## src/rtl/count_up.sv

```systemverilog
// Enable-gated binary up-counter that wraps from MAX_VAL back to zero.
// A timebase primitive: the parent compares count against thresholds and clears it through reset.
module count_up #(
  parameter int unsigned            WIDTH   = 8,
  parameter logic [WIDTH-1:0]       MAX_VAL = {WIDTH{1'b1}}
) (
  input  logic             clk,
  input  logic             reset,
  input  logic             enable,
  output logic [WIDTH-1:0] count,
  output logic             tc
);

  logic at_max;

  assign at_max = (count == MAX_VAL);

  always_ff @(posedge clk or negedge reset) begin
    if (!reset) begin
      count <= '0;
    end else if (enable) begin
      count <= at_max ? '0 : count + WIDTH'(1);
    end
  end

  // tc is gated by enable, so it marks the cycle in which the wrap will actually happen.
  assign tc = enable & at_max;

endmodule

```

## config.mk

```make
export PLATFORM = sky130hd
export DESIGN_NAME = count_up
export DESIGN_NICKNAME = d
export VERILOG_FILES = /design/src/rtl/count_up.sv
export SDC_FILE = /design/constraint.sdc
export NUM_CORES = 1
export LEC_CHECK = 0
export BUFFER_PORTS_ARGS = -buffer_cell sky130_fd_sc_hd__buf_4
export CAP_MARGIN = 20
export CORE_MARGIN = 2
export CORE_UTILIZATION = 30
export DETAILED_ROUTE_END_ITERATION = 6
export PLACE_DENSITY_LB_ADDON = 0.12
export SYNTH_ARGS = -nofsm -noshare
export SYNTH_HDL_FRONTEND = slang
export SYNTH_SLANG_ARGS = --single-unit
```

## constraint.sdc

```tcl
create_clock -name clk -period 1.5 [get_ports clk]
set_input_delay 0.075 -clock clk [delete_from_list [all_inputs] [get_ports clk]]
set_output_delay 0.075 -clock clk [all_outputs]
set_load 0.02 [all_outputs]
```

Word-level counts from Yosys, hierarchy flattened:

Index checks and enable logic that the tools add are counted.
Widths: inputs -> output; s select.

* register bits: 8
* input port bits: 3

* $add $sub $neg: 1
* eq/ne operators: 1
* muxes and demuxes: 1
* bitwise operators: 1

Operators with widths (number)
* $add 8x1->8 const B: 1
* $eq 8x8->1 const B: 1
* $mux 8: 1
* $and 1x1->1: 1

Longest topological paths before layout:

Gate-level depths: netlist of the first run.

* depth after elaboration: 2
* depth in mapped cells: 4
* gate-level depth less buffers: 4

Worst setup path after synthesis of the first run:

No wires, ideal clock.

* path type: reg2reg
* from: register count[0]
* to: register count[0]
* setup time: 0.143 ns
* arrival: 1.424 ns
* slack: -0.067 ns
* cell stages (with the launch flop): 5
* path buffers: 0
* cells stage by stage: dfrtp_1 ha_1 nand3_1 nor3_2 nor2_1

* word-level cells in the longest chain between the ends: 2
* elaborated cells on any way between the ends: 3
* classes of those cells: add/sub (1); eq/ne (1); mux (1)

Ends and longest elaborated chain
* start, declared: RTL line 10 `output logic [WIDTH-1:0] count,`
* start signal, assigned: RTL line 22 `count <= at_max ? '0 : count + WIDTH'(1);`
* $add 8x1->8 / $eq 8x8->1 (equally long branches): RTL line 22, 16
* $mux 8 (*): RTL line 22

Mark *: on every way between the ends. The rest lies on a longest branch, timed or not.
A chain may end at the register's enable or synchronous reset.

Worst setup path after layout of the first run:

* from: register count[1]
* to: output tc

* word-level cells in the longest chain between the ends: 2

Ends and longest elaborated chain
* $eq 8x8->1: RTL line 16 `assign at_max = (count == MAX_VAL);`
* $and 1x1->1: RTL line 27 `assign tc = enable & at_max;`
* end, declared: RTL line 11 `output logic tc`

Every way passes these cells.

==> results.yml, run 1 <==
run_status:
  outcome: "complete, no violations"
sta:
  fin_crit_ps: 1393
  worst_slew_pin_slew_ps: 270.3
  slew_violations: 0
  period_share: 0.9284
  fin_skew_ps: 7.508
  timing.fmax_mhz: 718.0
  final.setup.tns_ps: 0
  max-slew-margin-rel: 0.8198
  rsz0062_at_grt: "false"
  finalHoldViolCount: 0
  finalSetupViolCount: 0
  whs_ps: 127.4
detailed_routing:
  drt_iter0_drc: 2
  totalWireLength_microns: 870
  wl_per_cell_microns: 12.79
  firstDrtPassIters: 2
  drc_errors: 0
  drtAntennaViolNets: 0
  viasPerCell: 5.000
  vias: 340
place:
  port_buffers: 11
  place.gp.congestion: 0.7719
  dp_cells: 62
  hpwl_microns: 664.4
pwr:
  irDropWorstVdd_mv: 1.127
  power.total_mw: 1.166
  p_per_area_nw_per_um2: 2095
  p_leak_nw: 0.2534
worst_hold_path:
  min-delay-start: "enable"
  min_to: "count[1]"
  hp-class: "in -> reg"
  holdPathStages: 2
setup_path:
  critPathCaptureType: "output pin"
  required_ps: 1420
  r2r_start: "count[1]"
  cp_num_cells: 4
  worstReg2RegEnd: "count[3]"
  cpPeakStageDelay_ps: 360
  crit_fanout: 4
  critPathArrivalTime_ps: 1320
  crit_type: "reg -> out"
  r2r_cells: 5
  cp_slowest_cell: "dfrtp_1"
  start_kind: "flip-flop"
  cp_top_family: "flip-flops"
  rrSetupSlack_ps: 280
  worst-path-buf-inv: 1
  crit_chain: "ha_2 -> nand3_2 -> nor3_4 -> buf_4"
floorplan:
  coreArea_sq_um: 1269
  die_w_microns: 40.42
  die-area_sq_um: 1634
  initial_utilization: 0.3136
  die_h_microns: 40.42
  rows: 13
  pin_count: 12
layout:
  fill_cells: 128
  top_register: "count"
  mostFrequentLayoutCell: "buf_4"
  fin_cells: 68
  num-nets-final: 59
  layout-drive-gt1-share: 0.4151
  diodes: 0
  largest_register_ffs: 8
  mostFrequentLayoutCells: "buf_4, dfrtp_1, xnor2_1, clkbuf_4"
  syn_to_final_growth_pct: 39.94
  largest_registers: "count x8"
cts:
  insertion_delay_ps: 260
  htreeDepth: 1
  cts_num_sinks: 8
  cts_root_buf: "clkbuf_4"
  cts.clk_slew.worst_paths_ps: 60
  tritoncts: "built"
  cts_buffers: 3
  cts.path.max_buffers: 2
global_routing:
  track_usage: 0.1345
  grt_pass1_vias: 329
  met1_usage: 0.1429
  grt_busiest_layer: "met2"
  grt-ovfl-total: 0
  grt_max_degree: 9
  grt_pass1_wl_microns: 1380
  antenna_found_initial: 0
  grt_use_met2: 0.2341
  use_met3: 0.03889
yosys:
  netlist.area_leader.share: 0.5031
  ys_ff_latch: 8
  yosysUniqueCellTypes: 20
  synth_nets: 40
  ys_seq_area_frac: 0.5031
  yosysTopAreaCell: "dfrtp_1"
  yosys-top-cells-area: "dfrtp_1, xnor2_1, nand3_1"
  syn_inst: 36
  syn-cell-area_sq_um: 397.9
  avgSynthCellArea_sq_um: 11.05
  synth_warnings: 0
run:
  cap_violations: 0
==> worst max-delay path by stage <==
stage | startpoint | to | slack (ps)
finish | count[1] | tc | 110
global route | count[1] | tc | 20
CTS | count[1] | tc | 40
detailed placement | count[1] | tc | 170
global placement | count[1] | tc | 180
floorplan | count[0] | count[0] | 20
==> logic make-up after synthesis <==
| logic type | synth area share |
|---|---|
| mux | 0.02830 |
| xor+xnor | 0.08807 |
| fa+ha+maj | 0.03144 |
| buf+inv | 0.04717 |
| compound gates | 0.1226 |
| simple gates | 0.1792 |
| flops | 0.5031 |
==> synthesized netlist by cell type <==
| cell | count |
|---|---|
| mux2_1 | 1 |
| nand3_1 | 3 |
| nand4_1 | 2 |
| a21oi_1 | 1 |
| a211oi_1 | 1 |
| o21ai_0 | 2 |
| or3_1 | 1 |
| a41oi_1 | 1 |
| ha_1 | 1 |
| xnor2_1 | 3 |
| inv_1 | 2 |
| nand2_1 | 2 |
| dfrtp_1 | 8 |
| a21oi_2 | 1 |
| o31a_1 | 1 |
| nor2_1 | 2 |
| buf_6 | 1 |
| nand4_2 | 1 |
| xor2_1 | 1 |
| nor3_2 | 1 |
==> per-layer routing <==
| layer | routed length [microns] | part of all wire |
|---|---|---|
| met5 | 0 | 0 |
| met4 | 19 | 0.022 |
| met3 | 70 | 0.080 |
| met2 | 398 | 0.46 |
| met1 | 381 | 0.44 |
==> repair_timing <==
action	4_1_cts	5_1_grt
endpoints found under the hold margin	8	0
pin swaps	1	0
hold buffers	1	0
endpoints found under the setup margin	1	1
buffers inserted	2	0
gates resized for setup	0	2
==> cell type report <==
cell class / count / area (sq um) / area share
flip-flops and latches: 8 / 200.2 / 0.3596
inverters: 2 / 7.507 / 0.01348
repair buffers: 15 / 115.1 / 0.2067
well taps: 15 / 18.77 / 0.03371
multi-input cells: 25 / 192.7 / 0.3461
clock buffers: 3 / 22.52 / 0.04045
==> where the power goes <==
group | internal, mW | switching, mW | leakage, nW
clock | 0.0920 | 0.0796 | 0.0138
sequential | 0.310 | 0.124 | 0.0938
combinational | 0.266 | 0.294 | 0.146
==> stage by stage <==
stage | worst slack, ps | util | instance area, sq um
after floorplan | 24.01 | - | 404.1
after global placement | 184.5 | 0.3955 | 501.7
after detailed placement | 167.4 | 0.3955 | 501.7
after CTS | 43.61 | 0.4329 | 549.3
after global routing | 24.76 | 0.4389 | 556.8
final | 107.3 | 0.4389 | 556.8
Power figures use the tool's default switching activity.
==> run 2: changes to the inputs <==
- PLACE_DENSITY: default -> 0.53
- PLACE_DENSITY_LB_ADDON: 0.12 -> default
==> results.yml, run 2 (same netlist as run 1, synthesis figures left out) <==
pwr:
  p_int_mw: 0.6690
  switching_power_mw: 0.4873
  p_leak_nw: 0.2534
  p_sw_frac: 0.4214
  power_frac_clock: 0.146
  p_comb_frac: 0.486
  power.total_mw: 1.156
  irDropWorstVdd_mv: 0.9864
  p_per_area_nw_per_um2: 2077
  power_frac_seq: 0.368
layout:
  syn_to_final_growth_pct: 39.94
  top_register: "count"
  mostFrequentLayoutCells: "buf_4, dfrtp_1, xnor2_1, clkbuf_4"
  mostFrequentLayoutCell: "buf_4"
  diodes: 0
  num-nets-final: 59
  fin_util: 0.4389
  layout-drive-gt1-share: 0.4151
  largest_registers: "count x8"
  largest_register_ffs: 8
detailed_routing:
  viasPerCell: 5.029
  drtAntennaViolNets: 0
  totalWireLength_microns: 832
  drc_errors: 0
  drt_iter0_drc: 3
  wl_per_cell_microns: 12.24
  firstDrtPassIters: 2
  vias: 342
setup_path:
  worstReg2RegEnd: "count[5]"
  rrSetupSlack_ps: 270
  critPathArrivalTime_ps: 1310
  crit_type: "reg -> out"
  required_ps: 1420
  r2r_cells: 3
  start_kind: "flip-flop"
  r2r_start: "count[2]"
  crit_fanout: 4
  critPathCaptureType: "output pin"
place:
  hpwl_microns: 615.8
  pre_cts_slack_ps: 155.8
  port_buffers: 11
  place.gp.congestion: 0.8339
sta:
  rsz0062_at_grt: "false"
  whs_ps: 126.8
  fin_crit_ps: 1383
  worst_slew_pin_slew_ps: 266.5
  fin_skew_ps: 2.115
  final.setup.tns_ps: 0
  finalSetupViolCount: 0
  fin_ws_ps: 116.7
  period_share: 0.9222
  max-slew-margin-rel: 0.8223
  finalHoldViolCount: 0
  timing.fmax_mhz: 722.9
  slew_violations: 0
global_routing:
  grt_max_degree: 9
  grt-ovfl-total: 0
  track_usage: 0.1348
  grt_pass1_wl_microns: 1324
  grt_pass1_vias: 309
  antenna_found_initial: 0
cts:
  insertion_delay_ps: 260
  cts.clk_slew.worst_paths_ps: 50
  cts_buffers: 3
  cts.path.max_buffers: 2
  cts_num_sinks: 8
  htreeDepth: 1
  cts_root_buf: "clkbuf_4"
  tritoncts: "built"
floorplan:
  rows: 13
  die_h_microns: 40.42
  pin_count: 12
  die_w_microns: 40.42
  die-area_sq_um: 1634
  initial_utilization: 0.3136
  coreArea_sq_um: 1269
run_status:
  outcome: "complete, no violations"
worst_hold_path:
  min-delay-start: "enable"
  holdPathStages: 2
  hp-class: "in -> reg"
  min_to: "count[1]"
run:
  cap_violations: 0
-- run 2: how the worst max path moves through the flow --
| stage | to | start | slack, ps |
|---|---|---|---|
| final | tc | count[0] | 120 |
| after global routing | tc | count[0] | 10 |
| after CTS | tc | count[0] | 60 |
| after detailed placement | tc | count[1] | 160 |
| after global placement | tc | count[1] | 190 |
| after floorplan | count[0] | count[0] | 20 |
-- run 2: cell type report --
cell class              instances  area (sq um)
inverters                       2         7.507
multi-input cells              25         192.7
repair buffers                 15         115.1
fillers                       135         711.9
clock buffers                   3         22.52
flip-flops and latches          8         200.2
well taps                      15         18.77
-- run 2: timing repair --
item                                    in CTS  in global routing
endpoints found under the setup margin       1                  1
hold buffers                                 1                  0
buffers inserted                             2                  0
gates cloned                                 0                  0
gates resized for setup                      0                  2
pin swaps                                    1                  0
endpoints found under the hold margin        8                  0
-- run 2: routing by layer --
metal	part of all wire	global-route usage	wire (microns)	vias up
li1	-	-	-	165
met1	0.44	0.1541	362	164
met2	0.46	0.2024	385	11
met3	0.077	0.05000	64	2
met4	0.023	0.1000	19	0
met5	0	0	0	-
-- run 2: critical path, stage by stage, from the launching register on --
cell,delay (ps)
dfrtp_1,350
ha_2,220
nand3_2,100
nor3_4,220
buf_4,170
-- run 2: power groups by stage --
stage | Combinational [mW] | Sequential, mW | Clock, mW
final | 0.562 | 0.425 | 0.169
after global routing | 0.617 | 0.449 | 0.184
after CTS | 0.559 | 0.424 | 0.170
after detailed placement | 0.521 | 0.442 | 0
after global placement | 0.515 | 0.439 | 0
after floorplan | 0.183 | 0.550 | 0
-- run 2: metrics by stage --
step | instance area, sq um | cells
after floorplan | 404.1 | 36
after global placement | 501.7 | 62
after detailed placement | 501.7 | 62
after CTS | 549.3 | 68
after global routing | 556.8 | 68
final | 556.8 | 68
